==> config.mk <==
export PLATFORM = sky130hd
export DESIGN_NAME = nw_traceback
export DESIGN_NICKNAME = d
export VERILOG_FILES = /design/src/rtl/nw_traceback_pkg.sv /design/src/rtl/nw_traceback_decide.sv /design/src/rtl/nw_traceback.sv
export SDC_FILE = /design/constraint.sdc
export NUM_CORES = 1
export LEC_CHECK = 0
export ABC_AREA = 1
export BUFFER_PORTS_ARGS = -buffer_cell sky130_fd_sc_hd__clkbuf_2
export CORE_MARGIN = 1.5
export CORE_UTILIZATION = 31
export DETAILED_ROUTE_END_ITERATION = 6
export GPL_ROUTABILITY_DRIVEN = 0
export GPL_TIMING_DRIVEN = 0
export PLACE_DENSITY = 0.6
export SETUP_SLACK_MARGIN = 0.4
export SLEW_MARGIN = 20
export SYNTH_ARGS = -nofsm -noshare
export SYNTH_HDL_FRONTEND = slang
export SYNTH_HIERARCHICAL = 1
export SYNTH_SLANG_ARGS = --single-unit
==> constraint.sdc <==
create_clock -name clk -period 2.21 [get_ports clk]
set_input_delay 0.1105 -clock clk [delete_from_list [all_inputs] [get_ports clk]]
set_output_delay 0.1105 -clock clk [all_outputs]
set_load 0.03 [all_outputs]
==> src/rtl/nw_traceback_pkg.sv <==
// Shared types and constants for the Needleman-Wunsch traceback block.
package nw_traceback_pkg;

    localparam int unsigned NW_N  = 128;
    localparam int unsigned NW_CW = 2;
    localparam int unsigned NW_SW = 9;

    // Scoring scheme used when the matrix was filled.
    localparam int MATCH    = 1;
    localparam int MISMATCH = -1;
    localparam int GAP      = -2;

    // Direction codes streamed to the alignment writer.
    localparam logic [1:0] DIR_D = 2'b01;
    localparam logic [1:0] DIR_U = 2'b10;
    localparam logic [1:0] DIR_L = 2'b11;

    typedef enum logic [2:0] {
        S_IDLE    = 3'd0,
        S_CHECK   = 3'd1,
        S_ISSUE   = 3'd2,
        S_CAPTURE = 3'd3,
        S_EDGE    = 3'd4,
        S_EMIT    = 3'd5,
        S_DONE    = 3'd6
    } state_t;

endpackage

==> src/rtl/nw_traceback_decide.sv <==
// Predecessor selection for one interior cell: D over U over L, err if none fits.
module nw_traceback_decide
    import nw_traceback_pkg::*;
#(
    parameter int unsigned CW = NW_CW,
    parameter int unsigned SW = NW_SW
)(
    input  logic [SW-1:0] i_cur,
    input  logic [SW-1:0] i_diag,
    input  logic [SW-1:0] i_up,
    input  logic [SW-1:0] i_left,
    input  logic [CW-1:0] i_chr_a,
    input  logic [CW-1:0] i_chr_b,
    output logic [1:0]    o_dir_c,
    output logic          o_match_c,
    output logic          o_err_c
);

    localparam logic signed [SW-1:0] C_MATCH    = SW'(MATCH);
    localparam logic signed [SW-1:0] C_MISMATCH = SW'(MISMATCH);
    localparam logic signed [SW-1:0] C_GAP      = SW'(GAP);

    logic                 w_chr_eq;
    logic signed [SW-1:0] w_exp_d;
    logic signed [SW-1:0] w_exp_u;
    logic signed [SW-1:0] w_exp_l;
    logic                 w_hit_d;
    logic                 w_hit_u;
    logic                 w_hit_l;

    assign w_chr_eq = (i_chr_a == i_chr_b);
    assign w_exp_d  = $signed(i_diag) + (w_chr_eq ? C_MATCH : C_MISMATCH);
    assign w_exp_u  = $signed(i_up) + C_GAP;
    assign w_exp_l  = $signed(i_left) + C_GAP;
    assign w_hit_d  = ($signed(i_cur) == w_exp_d);
    assign w_hit_u  = ($signed(i_cur) == w_exp_u);
    assign w_hit_l  = ($signed(i_cur) == w_exp_l);

    // Priority select; an unexplainable score still yields L so the walk ends.
    always_comb begin
        o_dir_c   = DIR_L;
        o_match_c = 1'b0;
        o_err_c   = 1'b0;
        if (w_hit_d) begin
            o_dir_c   = DIR_D;
            o_match_c = w_chr_eq;
        end else if (w_hit_u) begin
            o_dir_c   = DIR_U;
        end else if (w_hit_l) begin
            o_dir_c   = DIR_L;
        end else begin
            o_err_c   = 1'b1;
        end
    end

endmodule

==> src/rtl/nw_traceback.sv <==
// Walks the filled score matrix from (len_a,len_b) to (0,0), one step per handshake.
module nw_traceback
    import nw_traceback_pkg::*;
#(
    parameter  int unsigned N  = NW_N,
    parameter  int unsigned CW = NW_CW,
    parameter  int unsigned SW = NW_SW,
    localparam int unsigned IW = $clog2(N) + 1
)(
    input  logic          clk,
    input  logic          rst,
    input  logic          i_start,
    input  logic [IW-1:0] i_len_a,
    input  logic [IW-1:0] i_len_b,
    output logic          o_rd_en,
    output logic [IW-1:0] o_rd_i,
    output logic [IW-1:0] o_rd_j,
    input  logic [SW-1:0] i_rd_cur,
    input  logic [SW-1:0] i_rd_diag,
    input  logic [SW-1:0] i_rd_up,
    input  logic [SW-1:0] i_rd_left,
    input  logic [CW-1:0] i_chr_a,
    input  logic [CW-1:0] i_chr_b,
    output logic          o_step_valid,
    input  logic          i_step_ready,
    output logic [1:0]    o_step_dir,
    output logic          o_step_match,
    output logic          o_step_last,
    output logic          o_busy,
    output logic          o_done,
    output logic          o_err,
    output logic [IW:0]   o_path_len
);

    state_t        r_state;
    state_t        w_next;

    logic [IW-1:0] r_i;
    logic [IW-1:0] r_j;
    logic          r_rd_en;
    logic [IW-1:0] r_rd_i;
    logic [IW-1:0] r_rd_j;
    logic          r_step_valid;
    logic [1:0]    r_step_dir;
    logic          r_step_match;
    logic          r_step_last;
    logic          r_busy;
    logic          r_done;
    logic          r_err;
    logic [IW:0]   r_path_len;

    logic [1:0]    w_dec_dir;
    logic          w_dec_match;
    logic          w_dec_err;
    logic          w_origin;
    logic          w_interior;
    logic          w_accept;

    // Cell reached after moving from (i,j) in direction dir.
    function automatic logic [2*IW-1:0] f_move(input logic [IW-1:0] i,
                                               input logic [IW-1:0] j,
                                               input logic [1:0]    dir);
        logic [IW-1:0] ni;
        logic [IW-1:0] nj;
        ni = (dir == DIR_L) ? i : i - IW'(1);
        nj = (dir == DIR_U) ? j : j - IW'(1);
        return {ni, nj};
    endfunction

    // True when the move lands on the origin.
    function automatic logic f_is_last(input logic [IW-1:0] i,
                                       input logic [IW-1:0] j,
                                       input logic [1:0]    dir);
        return (f_move(i, j, dir) == '0);
    endfunction

    nw_traceback_decide #(
        .CW (CW),
        .SW (SW)
    ) u_decide (
        .i_cur     (i_rd_cur),
        .i_diag    (i_rd_diag),
        .i_up      (i_rd_up),
        .i_left    (i_rd_left),
        .i_chr_a   (i_chr_a),
        .i_chr_b   (i_chr_b),
        .o_dir_c   (w_dec_dir),
        .o_match_c (w_dec_match),
        .o_err_c   (w_dec_err)
    );

    assign w_origin   = (r_i == '0) && (r_j == '0);
    assign w_interior = (r_i != '0) && (r_j != '0);
    assign w_accept   = (r_state == S_EMIT) && i_step_ready;

    // State register.
    always_ff @(posedge clk or posedge rst) begin
        if (rst) begin
            r_state <= S_IDLE;
        end else begin
            r_state <= w_next;
        end
    end

    // Next-state decode.
    always_comb begin
        w_next = r_state;
        unique case (r_state)
            S_IDLE:    if (i_start) w_next = S_CHECK;
            S_CHECK: begin
                if (w_origin)        w_next = S_DONE;
                else if (w_interior) w_next = S_ISSUE;
                else                 w_next = S_EDGE;
            end
            S_ISSUE:   w_next = S_CAPTURE;
            S_CAPTURE: w_next = S_EMIT;
            S_EDGE:    w_next = S_EMIT;
            S_EMIT:    if (i_step_ready) w_next = r_step_last ? S_DONE : S_CHECK;
            S_DONE:    w_next = S_IDLE;
            default:   w_next = S_IDLE;
        endcase
    end

    // Registered outputs, cell indices and step payload.
    always_ff @(posedge clk or posedge rst) begin
        if (rst) begin
            r_i          <= '0;
            r_j          <= '0;
            r_rd_en      <= 1'b0;
            r_rd_i       <= '0;
            r_rd_j       <= '0;
            r_step_valid <= 1'b0;
            r_step_dir   <= 2'b00;
            r_step_match <= 1'b0;
            r_step_last  <= 1'b0;
            r_busy       <= 1'b0;
            r_done       <= 1'b0;
            r_err        <= 1'b0;
            r_path_len   <= '0;
        end else begin
            r_rd_en      <= (w_next == S_ISSUE);
            r_step_valid <= (w_next == S_EMIT);
            r_busy       <= (w_next != S_IDLE);
            r_done       <= (w_next == S_DONE);

            if ((r_state == S_IDLE) && i_start) begin
                r_i        <= i_len_a;
                r_j        <= i_len_b;
                r_path_len <= '0;
                r_err      <= 1'b0;
            end

            if ((r_state == S_CHECK) && (w_next == S_ISSUE)) begin
                r_rd_i <= r_i - IW'(1);
                r_rd_j <= r_j - IW'(1);
            end

            if (r_state == S_CAPTURE) begin
                r_step_dir   <= w_dec_dir;
                r_step_match <= w_dec_match;
                r_step_last  <= f_is_last(r_i, r_j, w_dec_dir);
                r_err        <= r_err | w_dec_err;
            end

            if (r_state == S_EDGE) begin
                r_step_match <= 1'b0;
                if (r_i == '0) begin
                    r_step_dir  <= DIR_L;
                    r_step_last <= f_is_last(r_i, r_j, DIR_L);
                end else begin
                    r_step_dir  <= DIR_U;
                    r_step_last <= f_is_last(r_i, r_j, DIR_U);
                end
            end

            if (w_accept) begin
                {r_i, r_j} <= f_move(r_i, r_j, r_step_dir);
                r_path_len <= r_path_len + (IW+1)'(1);
            end
        end
    end

    assign o_rd_en      = r_rd_en;
    assign o_rd_i       = r_rd_i;
    assign o_rd_j       = r_rd_j;
    assign o_step_valid = r_step_valid;
    assign o_step_dir   = r_step_dir;
    assign o_step_match = r_step_match;
    assign o_step_last  = r_step_last;
    assign o_busy       = r_busy;
    assign o_done       = r_done;
    assign o_err        = r_err;
    assign o_path_len   = r_path_len;

endmodule

* Word-level counts from Yosys, hierarchy flattened
Index checks and enable logic that the tools add are counted.
** Word-level totals
- Latch bits :: 0
- Memory bits (writable) :: 0
- Memories :: 0
- ROM bits :: 0
- Input port bits :: 60
- Flip-flop bits (word level) :: 53
- Output and inout bits :: 34
** Operators by class
- Bitwise gates (word level) :: 1
- $add $sub $neg :: 6
- Div/mod/pow operators :: 0
- Shift operators :: 0
- Equality and inequality tests :: 18
- Reduce and logical (&&, ||, !) cells :: 20
- Magnitude comparators :: 0
- Multipliers :: 0
- Multiplexer cells :: 33
** Operators by type and width (count)
- 8-bit two-way mux :: 8
- 16-bit zero test :: 3
- 9-bit == test :: 3
- 9-bit two-way mux :: 3
- 9-bit by 2-bit adder with 9-bit output (second input constant) :: 2
- 8-bit zero test :: 2
- 8-bit nonzero test :: 2
- 8-bit by 1-bit subtractor with 8-bit output (second input constant) :: 2
- 3-bit two-way mux :: 5
- 3-bit one-hot mux with 5 select lines :: 1
- 1-bit two-way mux :: 13
- 3-bit == test (second input constant) :: 4
- 9-bit by 1-bit adder with 9-bit output (second input constant) :: 1
- 9-bit adder :: 1
- 3-bit by 2-bit == test with 1-bit output (second input constant) :: 3
- 2-bit == test (second input constant) :: 4
- 2-bit two-way mux :: 3
- 2-bit nonzero test :: 3
- 1-bit logical AND :: 5
- 2-bit inequality test (second input constant) :: 2
- 2-bit AND reduction :: 2
- 3-bit by 1-bit == test with 1-bit output (second input constant) :: 1
- 3-bit zero test :: 1
- 3-bit nonzero test :: 1
- 3 further kinds :: 3

* Depth between registers and ports, before layout
Gate-level depths: netlist of run 1.
- Depth after elaboration :: 10
- Gate-level depth with buffers :: 24
- Depth with buffers taken out :: 24

* By module
The synthesis of run 1 kept the hierarchy.
** Modules (own cells, without submodules)
- nw_traceback :: cells an instance 363, times used 1, area each 2865.2 um2
- nw_traceback_decide :: cells an instance 267, times used 1, area each 1362.6 um2

* Worst setup path after synthesis of run 1
OpenSTA, ideal clock, no wires.
- Path kind :: input-to-reg
- Start point :: in i_chr_a[0]
- End point :: reg r_step_last, in the netlist o_step_last
- Slack :: -145 ps
- Setup time :: 68 ps
- Arrival :: 2286 ps
- Cell stages on the path :: 21
- Data required time :: 2142 ps
- Cells stage by stage :: inv_1 > nand2_1 > nand2_1 > nand2_1 > inv_1 > fa_1 > xor2_1 > nand2_1 > nor2_1 > nand2_1 > a21oi_1 > nand3_1 > nand2_1 > inv_1 > nand2_1 > nand3_1 > nor2_1 > nand3_1 > nand2_1 > nand3_1 > nand3_1
** Between the ends
- Longest elaborated chain between the ends :: 10
** RTL lines
- start: declaration :: line nw_traceback.sv:22 : input logic [CW-1:0] i_chr_a,
- 2-bit == test * :: line nw_traceback_decide.sv:31 : assign w_chr_eq = (i_chr_a == i_chr_b);
- 9-bit two-way mux * :: line nw_traceback_decide.sv:32 : assign w_exp_d = $signed(i_diag) + (w_chr_eq ? C_MATCH : C_MISMATCH);
- 9-bit adder * :: line nw_traceback_decide.sv:32
- 9-bit == test * :: line nw_traceback_decide.sv:35 : assign w_hit_d = ($signed(i_cur) == w_exp_d);
- 2-bit two-way mux * :: line nw_traceback_decide.sv:44 : if (w_hit_d) begin
- via w_dec_dir[1] :: line nw_traceback.sv:52 : logic [1:0] w_dec_dir;
- 2-bit == test (on tied branches) :: line nw_traceback.sv:66, nw_traceback.sv:65
- 8-bit two-way mux (on tied branches) :: line nw_traceback.sv:66, nw_traceback.sv:65
- 16-bit zero test * :: line nw_traceback.sv:74 : return (f_move(i, j, dir) == '0);
- 1-bit two-way mux * :: line nw_traceback.sv:158 : if (r_state == S_CAPTURE) begin
- 1-bit two-way mux * :: line nw_traceback.sv:165 : if (r_state == S_EDGE) begin
- end signal: assignment :: line nw_traceback.sv:161 : r_step_last <= f_is_last(r_i, r_j, w_dec_dir);
- end signal: assignment :: line nw_traceback.sv:169 : r_step_last <= f_is_last(r_i, r_j, DIR_L);
- end signal: assignment :: line nw_traceback.sv:172 : r_step_last <= f_is_last(r_i, r_j, DIR_U);
- end: declaration :: line nw_traceback.sv:46 : logic r_step_last;
Mark *: on every way through the listed nets, which the timed path passes. The rest lies on a longest branch. The select of a mux whose other input is x is not followed.
A chain may end at the register's enable or synchronous reset.

* Worst setup path in the final report of run 1
- Start point :: in i_chr_b[1]
- End point :: reg r_step_last, in the netlist o_step_last
** Between the ends
- Longest elaborated chain between the ends :: 10
** RTL lines
- start: declaration :: line nw_traceback.sv:23 : input logic [CW-1:0] i_chr_b,
- 2-bit == test * :: line nw_traceback_decide.sv:31
- 9-bit two-way mux * :: line nw_traceback_decide.sv:32
- 9-bit adder * :: line nw_traceback_decide.sv:32
- 9-bit == test * :: line nw_traceback_decide.sv:35
- 2-bit two-way mux * :: line nw_traceback_decide.sv:44
- via w_dec_dir[1] :: line nw_traceback.sv:52
- 2-bit == test (on tied branches) :: line nw_traceback.sv:66, nw_traceback.sv:65
- 8-bit two-way mux (on tied branches) :: line nw_traceback.sv:66, nw_traceback.sv:65
- 16-bit zero test * :: line nw_traceback.sv:74
- 1-bit two-way mux * :: line nw_traceback.sv:158
- 1-bit two-way mux * :: line nw_traceback.sv:165
Marks and branches as above.

==> results of run 1 <==
-- kinds of logic after synthesis --
| logic type | Yosys count | synth area share (%) |
|---|---|---|
| AO/OA/AOI/OAI | 61 | 8.41 |
| XOR/XNOR | 33 | 6.84 |
| adder cells (fa/ha/maj) | 19 | 5.80 |
| buffers and inverters | 95 | 8.91 |
| flip-flops | 53 | 31.4 |
| AND/OR/NAND/NOR | 369 | 38.7 |
-- layout by cell type (no fill, tap or decap), types with 4 or more instances in the layout --
cell | synthesis | routed
ha_1 | 18 | 10
dfrtp_1 | 53 | 50
nand2_2 | 5 | 27
o211ai_1 | 4 | 4
nand2_1 | 189 | 156
nor2_1 | 66 | 57
clkbuf_2 | 0 | 89
nor2_4 | 2 | 6
buf_6 | 1 | 13
o21ai_1 | 8 | 8
nor3_1 | 7 | 4
nand3b_1 | 10 | 10
o21ai_0 | 17 | 16
a21oi_2 | 2 | 5
xor2_1 | 20 | 19
ha_4 | 0 | 7
inv_2 | 6 | 15
buf_2 | 7 | 4
nand2_4 | 1 | 13
clkbuf_16 | 0 | 6
buf_4 | 1 | 37
nor2_2 | 4 | 9
o22ai_1 | 9 | 9
inv_1 | 76 | 63
xnor2_1 | 13 | 13
nand3_2 | 2 | 5
a21oi_1 | 14 | 10
nor3_2 | 1 | 4
nand3_1 | 72 | 67
-- worst min-delay path, stage by stage --
cell      delay (ns)
clkbuf_2        0.08
nand2_1         0.05
a31oi_1         0.07
-- registers in the layout (all words and copies together), names as in the netlist --
register	flops
o_rd_en	1
o_err	1
o_busy	1
r_j	8
o_rd_j	8
r_i	8
o_path_len	9
o_step_match	1
o_step_valid	1
o_done	1
o_step_last	1
o_rd_i	8
r_state	3
o_step_dir	2
-- what timing repair did --
item / in CTS / in global routing
hold buffers: 1 / 0
pin swaps: 22 / 26
endpoints found under the hold margin: 53 / 0
buffers inserted: 35 / 12
gates cloned: 2 / 0
endpoints found under the setup margin: 27 / 37
gates resized for setup: 58 / 57
-- where the power goes --
| group | switching (mW) | internal, mW | leakage (nW) |
|---|---|---|---|
| combinational | 2.55 | 1.79 | 2.35 |
| sequential | 0.325 | 1.37 | 0.668 |
| clock | 0.340 | 0.446 | 0.0700 |
| total | 3.21 | 3.61 | 3.09 |
-- how the worst max path moves through the flow --
stage | start | end | slack [ns] | cells after the start
after floorplan | i_chr_b[1] | o_step_last | 0.07 | 21
after global placement | i_chr_b[1] | o_step_last | -0.46 | 24
after detailed placement | i_chr_b[1] | o_step_last | -0.48 | 24
after CTS | i_chr_b[0] | o_step_last | 0.03 | 22
after global routing | i_chr_b[1] | o_step_last | -0.03 | 25
final | i_chr_b[1] | o_step_last | 0.10 | 22
-- cell type report --
class,instances,area [µm²]
multi-input cells,483,2910
repair buffers,140,927
plain buffers,12,78.8
fillers,1381,7360
inverters,83,327
clock buffers,7,143
well taps,176,220
flip-flops and latches,53,1330
-- cells in the mapped netlist, types with 2 or more instances --
cell type,n,area [µm²]
nor3_1,7,35.0
nor2_4,2,22.5
a31oi_1,2,12.5
or2_0,3,18.8
dfrtp_1,53,1330
xor2_1,20,175
o22ai_1,9,56.3
a21oi_1,14,70.1
o21ai_0,17,85.1
nand2_2,5,31.3
inv_1,76,285
o21ai_1,8,40.0
ha_1,18,225
nor2_1,66,248
nand3b_1,10,75.1
nand4_1,3,18.8
nand3_1,72,360
nand2_1,189,709
a21oi_2,2,17.5
inv_2,6,22.5
nand3_2,2,20.0
xnor2_1,13,114
buf_2,7,35.0
clkbuf_1,3,11.3
o211ai_1,4,30.0
nor2_2,4,25.0
-- metal layers --
layer / track usage [%] / up-vias / routed length, µm
met1: 21.9 / 2019 / 5210
met4: 4.61 / 0 / 214
li1: - / 2311 / -
met2: 29.0 / 99 / 5680
met5: 0 / - / 0
met3: 2.80 / 18 / 598
-- metrics by stage --
stage,setup TNS [ns],util (%),area [µm²],hold slack [ns]
after global placement,-1.28,37.2,4950,0.359
after CTS,0,42.4,5640,0.0528
after global routing,-0.0273,44.7,5940,0.0772
after detailed placement,-1.37,37.2,4950,0.253
final,0,44.7,5940,0.0560
after floorplan,0,-,4270,0.266
==> impl.org, run 1 <==
** Run status
- The run finished with clean final reports.

** Yosys
- Synthesized instance count :: 630
- Number of flip-flops and latches in the synthesized netlist :: 53
- During synthesis, Yosys emitted a total of 6 warnings.
- The average instance in the mapped netlist occupies 6.71 µm².
- Seq/Total Area, Yosys :: about a third
- Counting flops with a built-in enable in the synthesized netlist gives 0.
- In this run, distinct cell masters in the synthesized netlist total 41.
- Share of async-settable or async-resettable flops after synthesis :: 100%
- Prevailing post-synth register cell :: dfrtp_1
- Summing every instance area after synthesis gives 4230 µm².
- Counting every net in the synthesized netlist gives about 700.

** Run
- Maximum capacitance violations :: 0

** Worst setup path
- Count of buffer and inverter cells on the critical path :: 4
- Top cell family by delay on the critical path :: simple AND/OR/NAND/NOR gates
- Critical Path End Type :: register
- List of cells traversed by the critical path :: clkbuf_16 -> inv_8 -> nand2_4 -> nand2_4 -> nand2_4 -> inv_2 -> fa_2 -> xor2_1 -> nand2_1 -> nor2_2 -> nand2_2 -> a21oi_4 -> nand3_4 -> nand2_4 -> inv_4 -> nand2_1 -> nand3_1 -> nor2_1 -> nand3_1 -> nand2_1 -> nand3_1 -> nand3_1
- Highest-delay cell along the critical path :: fa_2
- STA puts the critical path data required time at about 2.4 ns.
- WP data arrival :: approximately 2.3 ns
- Largest stage delay on the critical path :: 0.52 ns
- For the worst flop-to-flop path, the logic depth is 13.
- Reg2Reg Launch Point :: r_i[1]
- Critical-path maximum fanout :: 5
- The endpoint identified for the worst register-to-register timing path is o_rd_j[2].
- Nature of the critical path startpoint :: primary input
- The setup path with the least slack is of type in2reg.
- The worst register-to-register path has a setup slack of between 0.2 and 0.3 ns.

** CTS
- TritonCTS built the clock tree.
- Total number of clock tree sinks :: between 50 and 60
- Longest Clk Path Bufs :: 2
- For the worst-skew pair, the clock arrives at the later sink with an insertion delay of between 0.2 and 0.3 ns.
- Clock-pin slew was measured on the worst setup and hold paths at 0.06 ns.
- Number of H-tree levels :: 2
- The tree is rooted in a clkbuf_16.
- Number of clock buffers inserted by TritonCTS :: 5

** Global routing
- The via count of the first global-routing pass came to approximately 4200.
- Overall routing resource usage :: between 10% and 20%
- Pin count of the biggest net entering global routing :: 54
- Initial antenna violation count :: 0
- Global-route wire length before repair :: around 20000 µm
- Global route overflow :: 0

** Worst hold path
- The worst hold path was traced through 3 stages.
- Launch point of the worst hold path :: i_len_b[3]
- Worst hold endpoint :: r_j[3]
- Path type of the worst min-delay path :: in2reg

** Floorplanning
- The initialized floorplan defines between 40 and 50 standard-cell rows.
- Die Area :: between 10000 and 15000 µm²
- Total core area :: between 10000 and 15000 µm²
- Width of the die :: 120 µm
- Effective utilization at floorplan :: between 30% and 40%
- between 90 and 100 I/O pins were placed.
- The die is 120 µm tall.

** Power
- VDD sags by at most roughly 0.00046 V.
- The completed layout was analyzed and its total power is a little under 7 mW.
- Pwr/cell area :: between 1000 and 1500 nW/µm²
- For this design the static power due to leakage is between 3 and 4 nW.

** Drt
- The detailed router finished its first iteration with 225 violations.
- Routed via count divided by cell count :: ~4.7
- Drt first pass iters :: 6
- Via count of the routed design :: about 4400
- After detailed routing, the number of remaining DRC violations is 0.
- Antenna-violating nets left :: 0
- Routed Wire Length :: around 12000 µm
- In the final routed layout, each cell accounts on average for 12.3 µm.

** Timing
- Count of endpoints failing hold in the final timing report :: 0
- Max frequency :: between 0.4 and 0.5 GHz
- Subtracting the final worst setup slack from the clock period gives approximately 2.1 ns.
- For the pin with the worst max-slew slack, the measured transition is about 0.66 ns.
- The max-slew violation count came to 0.
- Setup violations remaining at the end of the flow were counted as 0.
- On the final layout, the worst clock skew is 0.00723 ns.
- Smallest setup slack after layout :: approximately 0.1 ns
- Setup repair after global routing could not meet its margin everywhere.
- Rel. slew slack :: 56.3%
- Fin crit share :: a little over nine tenths

** Final layout
- The final layout contains about 860 nets.
- Finished Layout Cells :: 954
- Layout cells sized above 1 :: about a third
- P&R area growth vs syn :: 40.4%
- The number of antenna diodes in the final layout is 0.

** Placed design
- DPL Wire Length :: about 8600 µm
- Placed cells :: 897
- Post-placement setup slack :: -0.476 ns
- Port buffering added 91 buffers.
Power figures use the tool's default switching activity.
==> run 2: changes to the inputs <==
--- a/config.mk
+++ b/config.mk
@@ -12,9 +12,9 @@
 export DETAILED_ROUTE_END_ITERATION = 6
 export GPL_ROUTABILITY_DRIVEN = 0
 export GPL_TIMING_DRIVEN = 0
-export PLACE_DENSITY = 0.6
+export PLACE_DENSITY_LB_ADDON = 0.2
 export SETUP_SLACK_MARGIN = 0.4
-export SLEW_MARGIN = 20
+export SKIP_LAST_GASP = 1
 export SYNTH_ARGS = -nofsm -noshare
 export SYNTH_HDL_FRONTEND = slang
 export SYNTH_HIERARCHICAL = 1
==> impl.org, run 2 (same netlist as run 1, synthesis figures left out) <==
** Worst setup path
- Endpoint of the most critical register-to-register path :: o_step_last (was o_rd_j[2])
- The worst-path maximum fanout came to 5 (unchanged).
- The capturing element of the worst setup path was o_step_last (unchanged).
- Critical path type :: in2reg (unchanged)
- The worst path required time was 2.44 ns (about the same).
- The data arrival time of the critical path is 2.40 ns (was 2.34 ns).
- The register-to-register setup slack is 0.24 ns (was 0.29 ns).
- Reg2Reg Launch Point :: r_i[0] (was r_i[1])
- Number of cell instances on the worst register-to-register path :: 16 (was 13)
- Critical Path End Type :: register (unchanged)
- Nature of the critical path startpoint :: primary input (unchanged)
- Timing startpoint of the critical path :: i_chr_b[1] (unchanged)

** Power
- The leakage power came to 3.07 nW (was 3.09 nW).
- Maximum vdd drop :: 0.000429 V (was 0.000462 V)
- The total power density per cell area was 1140 nW/µm² (was 1150 nW/µm²).

** Timing
- Smallest setup slack after layout :: 0.0325 ns (was 0.101 ns)
- The count of endpoints failing hold in the final timing report is 0 (unchanged).
- The setup-violating endpoint count in the final report was 0 (unchanged).
- Fin crit share :: 98.5% (was 95.4%)
- The worst slew margin relative to its limit came to 63.0% (was 56.3%).
- Setup Skew :: 0.00575 ns (was 0.00723 ns)
- The max-slew violation count came to 0 (unchanged).
- The worst-case hold slack is 0.0613 ns (was 0.0560 ns).
- Setup TNS :: 0 ns (unchanged)
- Setup repair after global routing missed its margin :: true (unchanged)
- The actual transition at the worst max-transition pin came to 0.554 ns (was 0.656 ns).
- Max frequency :: 0.459 GHz (was 0.474 GHz)
- Tmin final :: 2.18 ns (was 2.11 ns)

** Drt
- WL/cell :: 12.7 µm (was 12.3 µm)
- The number of remaining DRC errors is 0 (unchanged).
- The initial detailed-routing violation count came to 268 (was 225).
- Drt first pass iters :: 4 (was 6)
- The mean number of vias per cell came to 4.70 (was 4.66).
- Routed Wire Length :: 12100 µm (was 11700 µm)
- Via count of the routed design :: 4473 (was 4447)
- Antenna-violating nets left :: 0 (unchanged)

** Floorplanning
- The core area came to 13300 µm² (unchanged).
- The vertical extent of the die came to 120 µm (unchanged).
- The starting density of the core was 31.8% (unchanged).
- Width of the die :: 120 µm (unchanged)
- I/O Pins :: 94 (unchanged)
- The number of cell rows is 42 (unchanged).
- The full die area is 14300 µm² (unchanged).

** Global routing
- The first-pass GRT wire length is 20400 µm (was 19700 µm).
- The total congestion overflow came to 0 (unchanged).
- The via count of the first global-routing pass came to 4275 (was 4217).
- The pin count of the biggest net entering global routing came to 29 (was 54).
- Overall routing resource usage :: 17.4% (was 16.9%)
- The number of antenna violations at the first check in global routing came to 0 (unchanged).

** CTS
- The total clock buffers created by CTS was 5 (unchanged).
- The clock latency of the later-clocked register in the worst-skew pair is 0.29 ns (about the same).
- The H-tree depth reported by CTS came to 2 (unchanged).
- Clk pin slew, worst setup/hold paths :: 0.07 ns (was 0.06 ns)
- Total number of clock tree sinks :: 53 (unchanged)
- The maximum clock insertion buffer count is 2 (unchanged).
- Clock tree from TritonCTS :: done (unchanged)
- The buffer type at the clock tree root is clkbuf_16 (unchanged).

** Worst hold path
- Path type of the worst min-delay path :: in2reg (unchanged)

** Placed design
- The worst setup timing slack at the placement stage came to -0.462 ns (was -0.476 ns).
- Total of buffers placed on input and output ports :: 91 (unchanged)
- DPL Wire Length :: 9030 µm (was 8600 µm)
- The area after detailed placement came to 4970 µm² (was 4950 µm²).

** Final layout
- The fill cell instance count of the final layout was 1370 (was 1381).
- Commonest non-fill, non-tap cell in the layout :: nand2_1 (unchanged)
- Top library cells by usage in the layout, fill and taps aside :: nand2_1 (155), clkbuf_2 (89), nand3_1 (70) (was nand2_1 (156), clkbuf_2 (89), nand3_1 (67))
- The number of diodes added for antenna fixing came to 0 (unchanged).
- Flip-flop count of the largest register, all copies and words added :: 9 (unchanged)
- Number of nets in the final layout :: 854 (was 857)
- Final instance area :: 5890 µm² (was 5940 µm²)
- P&R area growth vs syn :: 39.4% (was 40.4%)
- Layout cells sized above 1 :: 33.7% (was 34.2%)

** Run
- The max-capacitance violation count is 0 (unchanged).

** Run status
- Outcome: finished, final reports clean (unchanged).
run 2: cell types whose count changed in the layout (fill, tap and decap cells not counted), moves of 2 or more:
cell,delta
buf_6,-5
nand3_1,+3
buf_8,+2
clkbuf_8,-2
inv_4,+2
nand3_2,-2
nor3_2,-2
nor3_4,+2
run 2: per-layer routing:
layer	vias up	global-route usage, %	part of all wire (%)
met1	2070	22.7	44
met3	11	2.99	4.9
met4	0	2.68	0.69
met5	-	0	0
met2	92	30.8	50
li1	2300	-	-
run 2: final cells by class:
class / count / area, µm² / area share [%]
Clock buffer: 6 / 139 / 2.36
Sequential cell: 53 / 1330 / 22.6
Tap cell: 176 / 220 / 3.74
Timing Repair Buffer: 137 / 897 / 15.2
Clock inverter: 1 / 7.51 / 0.127
Buffer: 12 / 82.6 / 1.40
Inverter: 83 / 332 / 5.63
Multi-Input combinational cell: 483 / 2890 / 49.0
run 2: timing repair:
| item | in CTS | in global routing |
|---|---|---|
| hold buffers | 1 | 0 |
| buffers inserted | 35 | 8 |
| cloned | 2 | 0 |
| hold endpoints to repair | 25 | 0 |
| pin swaps | 26 | 25 |
| setup endpoints to repair | 27 | 42 |
| gates resized for setup | 57 | 55 |
run 2: where the power goes:
group	internal, mW	leakage [nW]	switching [mW]
combinational	1.69	2.33	2.56
sequential	1.37	0.668	0.321
clock	0.445	0.0690	0.345
run 2: worst min-delay path by stage:
stage	start	to	cells past startpoint
floorplan	i_len_b[3]	r_j[3]	2
global placement	i_len_b[3]	r_j[3]	3
detailed placement	rst	o_rd_j[2]	2
CTS	i_len_b[3]	r_j[3]	3
global route	i_len_b[2]	r_j[2]	3
finish	i_len_b[2]	r_j[2]	3
run 2: worst max-delay path, stage by stage:
cell	delay (ns)
clkbuf_16	0.13
inv_8	0.04
nand2_4	0.04
nand2_4	0.08
nand2_4	0.08
buf_4	0.15
ha_1	0.27
nand2_1	0.07
nor2_2	0.14
nand3_1	0.13
nand2_1	0.10
nand3_1	0.10
a21oi_2	0.19
nand3_4	0.12
buf_6	0.15
nand2_4	0.06
nand3_2	0.05
nor2_1	0.08
nand3_1	0.09
nand2_1	0.09
nand3_1	0.06
nand3_1	0.07
run 2: metrics by stage:
step | utilization, % | instances | power, mW
after detailed placement | 37.4 | 898 | 4.90
after global placement | 37.2 | 897 | 4.85
after floorplan | - | 630 | 4.04
final | 44.3 | 951 | 6.73
after global routing | 44.3 | 951 | 7.31
after CTS | 42.5 | 943 | 6.27
